==> src/rtl/truth_table_sequencer_if.sv <==
// Bus between the truth-table sequencer and its driver/observer: sweep control,
// gate stimulus/response and the result registers.
interface truth_table_sequencer_if #(
  parameter int unsigned N_IN = 2
) ();
  localparam int unsigned NV = 1 << N_IN;

  logic                start;
  logic                abort;
  logic [N_IN-1:0]     gate_in;
  logic                gate_y;
  logic                busy;
  logic                done;
  logic                pass;
  logic [NV-1:0]       err_mask;
  logic [N_IN:0]       err_count;

  // Sequencer side
  modport slave (
    input  start, abort, gate_y,
    output gate_in, busy, done, pass, err_mask, err_count
  );

  // Controller / environment side
  modport master (
    output start, abort, gate_y,
    input  gate_in, busy, done, pass, err_mask, err_count
  );
endinterface

==> src/rtl/truth_table_sequencer.sv <==
// Truth-table sequencer: walks a combinational gate through every input vector
// in ascending order, waits SETTLE cycles per vector, samples the gate output
// and records mismatches against the expected truth table.
module truth_table_sequencer #(
  parameter int unsigned            N_IN   = 2,
  parameter logic [(1<<N_IN)-1:0]   TRUTH  = 4'b1000,
  parameter int unsigned            SETTLE = 2
) (
  input logic                   clk,
  input logic                   rst,
  truth_table_sequencer_if.slave bus
);
  localparam int unsigned NV = 1 << N_IN;
  localparam int unsigned CW = (SETTLE > 1) ? $clog2(SETTLE) : 1;
  localparam logic [N_IN-1:0] LAST_VEC = N_IN'(NV - 1);
  localparam logic [CW-1:0]   CNT_INIT = CW'(SETTLE - 1);

  typedef enum logic [1:0] {
    IDLE   = 2'd0,
    SETTLE_ST = 2'd1,
    SAMPLE = 2'd2,
    DONE   = 2'd3
  } state_t;

  state_t          state, state_next;
  logic [N_IN-1:0] vec, vec_next;
  logic [CW-1:0]   cnt, cnt_next;
  logic [N_IN-1:0] gate_in_next;
  logic            pass_next;
  logic [NV-1:0]   mask_next;
  logic [N_IN:0]   count_next;

  // Next-state and next-datapath decode
  always_comb begin
    state_next   = state;
    vec_next     = vec;
    cnt_next     = cnt;
    gate_in_next = bus.gate_in;
    pass_next    = bus.pass;
    mask_next    = bus.err_mask;
    count_next   = bus.err_count;

    case (state)
      IDLE: begin
        if (bus.start && !bus.abort) begin
          gate_in_next = '0;
          vec_next     = '0;
          cnt_next     = CNT_INIT;
          mask_next    = '0;
          count_next   = '0;
          pass_next    = 1'b0;
          state_next   = SETTLE_ST;
        end
      end
      SETTLE_ST: begin
        if (bus.abort) begin
          gate_in_next = '0;
          pass_next    = 1'b0;
          state_next   = IDLE;
        end else if (cnt == '0) begin
          state_next = SAMPLE;
        end else begin
          cnt_next = cnt - 1'b1;
        end
      end
      SAMPLE: begin
        if (bus.abort) begin
          // Comparison for this vector is dropped on abort
          gate_in_next = '0;
          pass_next    = 1'b0;
          state_next   = IDLE;
        end else begin
          if (bus.gate_y != TRUTH[vec]) begin
            mask_next[vec] = 1'b1;
            count_next     = bus.err_count + 1'b1;
          end
          if (vec == LAST_VEC) begin
            gate_in_next = '0;
            state_next   = DONE;
          end else begin
            vec_next     = vec + 1'b1;
            gate_in_next = vec + 1'b1;
            cnt_next     = CNT_INIT;
            state_next   = SETTLE_ST;
          end
        end
      end
      DONE: begin
        pass_next  = bus.abort ? 1'b0 : (bus.err_count == '0);
        state_next = IDLE;
      end
      default: state_next = IDLE;
    endcase
  end

  // State, datapath and registered status outputs
  always_ff @(posedge clk or posedge rst) begin
    if (rst) begin
      state         <= IDLE;
      vec           <= '0;
      cnt           <= '0;
      bus.gate_in   <= '0;
      bus.busy      <= 1'b0;
      bus.done      <= 1'b0;
      bus.pass      <= 1'b0;
      bus.err_mask  <= '0;
      bus.err_count <= '0;
    end else begin
      state         <= state_next;
      vec           <= vec_next;
      cnt           <= cnt_next;
      bus.gate_in   <= gate_in_next;
      bus.busy      <= (state_next == SETTLE_ST) || (state_next == SAMPLE);
      bus.done      <= (state_next == DONE);
      bus.pass      <= pass_next;
      bus.err_mask  <= mask_next;
      bus.err_count <= count_next;
    end
  end
endmodule

==> src/flat_wrapper.sv <==
// flat-port wrapper written by rule: the top's interface ports become plain ports
module truth_table_sequencer_flat 
#(
  parameter int unsigned            N_IN   = 2,
  parameter logic [(1<<N_IN)-1:0]   TRUTH  = 4'b1000,
  parameter int unsigned            SETTLE = 2
)
  (clk, rst, bus_start, bus_abort, bus_gate_y, bus_gate_in, bus_busy, bus_done, bus_pass, bus_err_mask, bus_err_count);
  truth_table_sequencer_if #(.N_IN(N_IN)) bus_i ();
  input logic clk;
  input logic rst;
  input wire logic [$bits(bus_i.start)-1:0] bus_start;
  input wire logic [$bits(bus_i.abort)-1:0] bus_abort;
  input wire logic [$bits(bus_i.gate_y)-1:0] bus_gate_y;
  output wire logic [$bits(bus_i.gate_in)-1:0] bus_gate_in;
  output wire logic [$bits(bus_i.busy)-1:0] bus_busy;
  output wire logic [$bits(bus_i.done)-1:0] bus_done;
  output wire logic [$bits(bus_i.pass)-1:0] bus_pass;
  output wire logic [$bits(bus_i.err_mask)-1:0] bus_err_mask;
  output wire logic [$bits(bus_i.err_count)-1:0] bus_err_count;
  assign bus_i.start = bus_start;
  assign bus_i.abort = bus_abort;
  assign bus_i.gate_y = bus_gate_y;
  assign bus_gate_in = bus_i.gate_in;
  assign bus_busy = bus_i.busy;
  assign bus_done = bus_i.done;
  assign bus_pass = bus_i.pass;
  assign bus_err_mask = bus_i.err_mask;
  assign bus_err_count = bus_i.err_count;
  truth_table_sequencer #(.N_IN(N_IN), .TRUTH(TRUTH), .SETTLE(SETTLE)) u_core (.clk(clk), .rst(rst), .bus(bus_i));
endmodule
==> config.mk <==
export PLATFORM = sky130hd
export DESIGN_NAME = truth_table_sequencer_flat
export DESIGN_NICKNAME = d
export VERILOG_FILES = /design/src/rtl/truth_table_sequencer_if.sv /design/src/rtl/truth_table_sequencer.sv /design/src/flat_wrapper.sv
export SDC_FILE = /design/constraint.sdc
export NUM_CORES = 1
export LEC_CHECK = 0
export ABC_AREA = 0
export BUFFER_PORTS_ARGS = -buffer_cell sky130_fd_sc_hd__buf_2
export CAP_MARGIN = 15
export CORE_ASPECT_RATIO = 0.6
export CORE_UTILIZATION = 45
export CTS_CLUSTER_SIZE = 40
export DETAILED_ROUTE_END_ITERATION = 10
export HOLD_SLACK_MARGIN = 0.1
export PLACE_DENSITY = 0.68
export SYNTH_ARGS = -nofsm -noshare
export SYNTH_HDL_FRONTEND = slang
export SYNTH_SLANG_ARGS = --single-unit
==> constraint.sdc <==
create_clock -name clk -period 1.9 [get_ports clk]
set_input_delay 0.19 -clock clk [delete_from_list [all_inputs] [get_ports clk]]
set_output_delay 0.19 -clock clk [all_outputs]
set_load 0.02 [all_outputs]
; ---- Yosys cells after proc, flatten, opt, wreduce, memory -nomap -nowiden
; Index checks and enable logic that the tools add are counted.
[classes]
n_addsub = 3
order_cmp = 2
n_eq_ne = 15
muxes = 36
n_bitwise = 1
reduce_logical = 14
[ops]
columns = operator, count
row1 = 2-to-1 mux 2 bit, 11
row2 = 2-to-1 mux 4 bit, 3
row3 = "equality test 2 bit, second input constant", 5
row4 = 2-to-1 mux 1 bit, 10
row5 = 2-to-1 mux 3 bit, 3
row6 = "inequality test 2 bit, second input constant", 4
row7 = case mux 2 bit (4 select lines), 1
row8 = case mux 4 bit (2 select lines), 1
row9 = AND reduction 4 bit, 2
row10 = "inequality test 2 x 1 -> 1 bit, second input constant", 3
row11 = case mux 1 bit (3 select lines), 2
row12 = case mux 2 bit (3 select lines), 1
row13 = case mux 3 bit (2 select lines), 1
row14 = AND reduction 5 bit, 1
row15 = "equality test 2 x 1 -> 1 bit, second input constant", 2
row16 = OR 4 bit, 1
row17 = case mux 2 bit (2 select lines), 1
row18 = "adder 3 x 1 -> 3 bit, second input constant", 1
row19 = zero test 3 bit, 1
row20 = "< comparator 2 x 3 -> 1 bit, second input constant", 1
row21 = AND reduction 3 bit, 1
row22 = nonzero test 3 bit, 1
row23 = "adder 2 x 1 -> 2 bit, second input constant", 1
row24 = binary-select mux 1 bit (select 2 bit), 1
row25 = other kinds (11), 12
[totals]
reg_bits = 17
inputBits = 5
out_inout_bits = 12
elab_cells = 80

; ---- Depth between registers and ports, before layout
[logic_depth]
ltp_word = 8
mapped_depth = 7
ltp_nobuf = 6

; ---- Least setup slack after synthesis
; OpenSTA, ideal clock, no wires.
[synth_path]
path_kind = register to register
startpoint = register u_core.state[0]
endpoint = register u_core.bus.busy
setup_ns = 0.126
t_arrival_ns = 1.530
required_time_ns = 1.774
path_slack_ns = 0.244
path_stages_with_launch = 7
path_buffers = 1
period_less_slack_ns = 1.656
cell_sequence = dfrtp_1 > inv_1 > ha_1 > clkbuf_1 > a21oi_1 > o31ai_1 > ha_1
[synth_via]
elab_chain_len = 5
word_cells_on_any_way = 11
cone_classes = eq/ne (5) / mux (4) / reduce/logical (2)
[synth_rtl]
columns = element, line
row1 = "start, declared", truth_table_sequencer.sv:25  ; state_t state, state_next;
row2 = "start signal, assigned", truth_table_sequencer.sv:109  ; state <= state_next;
row3 = 2-to-1 mux 2 bit, truth_table_sequencer.sv:60  ; end else if (cnt == '0) begin
row4 = 2-to-1 mux 2 bit, truth_table_sequencer.sv:56  ; if (bus.abort) begin
row5 = case mux 2 bit (4 select lines) (*), truth_table_sequencer.sv:43  ; case (state)
row6 = equality test 2 x 1 -> 1 bit or equality test 2 bit (tied branches), truth_table_sequencer.sv:113  ; bus.busy <= (state_next == SETTLE_ST) || (state_next == SAMPLE);
row7 = logical OR 1 bit (*), truth_table_sequencer.sv:113
row8 = "end signal, assigned", truth_table_sequencer.sv:113
row9 = "end, declared", truth_table_sequencer_if.sv:21  ; output gate_in, busy, done, pass, err_mask, err_count
; Every way passes the cells marked *; elsewhere a longest branch is shown, timed or not.
; A chain may end at the register's enable or synchronous reset.

; ---- Final worst setup path
[layout_path]
startpoint = register u_core.state[1]
endpoint = register u_core.bus.busy
; Same word-level chain as after synthesis.

==> results.sh <==
export IMPL_run_status="completed"
export IMPL_coreArea_um2=2210
export IMPL_synth_area_um2=1070
export IMPL_grt_pass1_vias=760
export IMPL_grt_max_degree=18
export IMPL_most_common_layout_cells="17 x dfrtp_1, 16 x buf_2, 13 x ha_1"
export IMPL_rrSetupSlack_ns=0.14
export IMPL_syn_nets=134
export IMPL_post_dp_hpwl_um=1750
export IMPL_postCtsSetupBuffers=0
export IMPL_syn_area_per_cell_um2=9.34
export IMPL_skew_ns=0.00491
export IMPL_yosysTopAreaCell="dfrtp_1"
export IMPL_synth_ff_type="dfrtp_1"
export IMPL_crit_type="reg2reg"
export IMPL_synth_edf_count=0
export IMPL_cts_buffer_depth=2
export IMPL_ys_top_cells_by_area="dfrtp_1 40%, ha_1 16%, o21ai_0 4.7%"
export IMPL_num_rows=13
export IMPL_r2r_cells=6
export IMPL_drive_above_1_share_pct=18.7
export IMPL_hold_violations=0
export IMPL_layout_nets=154
export IMPL_nFillCells=201
export IMPL_grt_overflow_total=0
export IMPL_clock_sinks=17
export IMPL_synthArstFlopShare_pct=100
export IMPL_final_common_cell="dfrtp_1"
export IMPL_synth_distinct_cells=31
export IMPL_final_period_utilization_pct=92.9
export IMPL_tightest_slew_ns=0.668
export IMPL_hold_path_class="in2reg"
export IMPL_cp_max_fo=6
export IMPL_setup_tns_ns=0
export IMPL_die_x_um=65.1
export IMPL_setup_viol=0
export IMPL_cts_clk_slew_worst_paths_ns=0.07
export IMPL_rsz0062_at_grt="false"
export IMPL_syn2layout_area_growth_pct=16.4
export IMPL_io_buffers=16
export IMPL_yosys_area_top_type_share_pct=39.6
export IMPL_power_density_nw_per_um2=1130
export IMPL_clockRootBuffer="clkbuf_8"
export IMPL_ys_ff_latch=17
export IMPL_synthCells=115
export IMPL_grt_antenna_before_repair=0
export IMPL_vias=877
export IMPL_startpoint_type="flip-flop"
export IMPL_drtIter0Drc=31
export IMPL_cts_tree="built"
export IMPL_antenna_cells=0
export IMPL_peakVddDrop_mv=0.504
export IMPL_total_power_mw=1.41
export IMPL_antenna_left=0
export IMPL_start_util_pct=48.5
export IMPL_clk_latency_ns=0.25
export IMPL_die_h_um=39.8
export IMPL_slew_headroom_pct=55.4
export IMPL_worstPathRequired_ns=2.03
export IMPL_min_period_ns=1.76
export IMPL_grt_use_total_pct=20.6
export IMPL_drc=0
export IMPL_cp_arrival_ns=1.90
export IMPL_yosys_warnings=0
export IMPL_post_route_util_pct=56.5
export IMPL_cts_made_buffers=3
export IMPL_seq_area_frac_synth_pct=39.6
export IMPL_drv_cap=0
export IMPL_wl_um=2310
export IMPL_dieArea_um2=2590
export IMPL_vias_per_cell=5.35
export IMPL_fmax_mhz=567
export IMPL_ctsHtreeMaxLevel=1
export IMPL_grt_pass1_wl_um=3680
export IMPL_gp_congestion=0.846
export IMPL_firstDrtPassIters=4
export IMPL_endpoint_kind="flip-flop"
export IMPL_hold_depth=4
export IMPL_slew_viol_final=0
export IMPL_wl_per_cell_um=14.1
export IMPL_p_leak_nw=0.636
export IMPL_pin_count=17
[flip-flops by register name, summed over array words and instances, names as in the netlist]
name / count
u_core.bus.err_mask: 4
u_core.bus.done: 1
u_core.bus.pass: 1
u_core.bus.err_count: 3
u_core.bus.busy: 1
u_core.cnt: 1
u_core.bus.gate_in: 2
u_core.state: 2
u_core.vec: 2
[layer usage]
| layer | GRT usage [%] | up-vias | share of wire, % |
|---|---|---|---|
| li1 | - | 439 | - |
| met1 | 27.9 | 409 | 49 |
| met2 | 31.0 | 25 | 43 |
| met3 | 7.85 | 4 | 7.2 |
| met4 | 4.35 | 0 | 0.82 |
| met5 | 0 | - | 0 |
[cell type report]
| class | count | area, µm² | share of cell area (%) |
|---|---|---|---|
| Clock buffer | 4 | 45.0 | 3.60 |
| Inverter | 11 | 41.3 | 3.30 |
| Multi-Input combinational cell | 82 | 588 | 47.0 |
| Sequential cell | 17 | 425 | 34.0 |
| Tap cell | 30 | 37.5 | 3.00 |
| Timing Repair Buffer | 20 | 113 | 9.01 |
[worst paths after layout]
kind / endpoint / from
setup / recovery: u_core.bus.busy / u_core.state[1]
hold / removal: u_core.bus.err_mask[3] / bus_gate_y
setup reg to reg: u_core.bus.busy / u_core.state[1]
hold reg to reg: u_core.bus.err_mask[0] / u_core.bus.err_mask[0]
max in group asynchronous: u_core.bus.err_count[2] / rst
min in group asynchronous: u_core.bus.pass / rst
[critical path, cell delays in order (launching register included)]
cell and delay [ns]:
dfrtp_1 0.44, inv_1 0.15, ha_1 0.23, a21boi_0 0.24, a21oi_1 0.09, o31ai_1 0.23, ha_1 0.27
[where the power goes]
part	internal [mW]	leakage [nW]	switching, mW
Clock	0.149	0.0228	0.121
Combinational	0.250	0.385	0.386
Sequential	0.440	0.228	0.0640
[cells by family (layout without fill, tap and decap cells)]
logic type	Yosys count	in the layout	share of synthesized area, %
AOI/OAI and AO/OA	34	34	20.5
and+or+nand+nor	31	31	15.0
DFF	17	17	39.6
buffers and inverters	16	35	5.83
adders and majority gates	14	14	16.3
muxes	2	2	1.86
xor gates and xnor gates	1	1	0.816
[cells in the mapped netlist (2+ instances only)]
cell / number
a211o_1: 2
a21boi_0: 2
a21oi_1: 6
a22o_1: 3
buf_2: 2
clkbuf_1: 3
dfrtp_1: 17
ha_1: 14
inv_1: 11
mux2i_1: 2
nand2_1: 8
nand2b_1: 2
nand3_1: 8
nor2_1: 5
nor2b_1: 2
o21ai_0: 10
o21ai_1: 2
o22ai_1: 2
o31ai_1: 2
[stage by stage]
stage	cell area, µm²	instances	hold slack [ns]	worst slack [ns]
after floorplan	1070	115	0.116	0.244
after global placement	1190	159	0.310	0.185
after detailed placement	1190	159	0.320	0.155
after CTS	1250	164	0.330	0.134
after global routing	1250	164	0.352	0.00304
final	1250	164	0.332	0.135
[repair_timing]
action                                  CTS  global route
hold endpoints to repair                 17             0
endpoints found under the setup margin    0             2
hold buffers                              1             0
resized for setup                         0             1
Power figures use the tool's default switching activity.
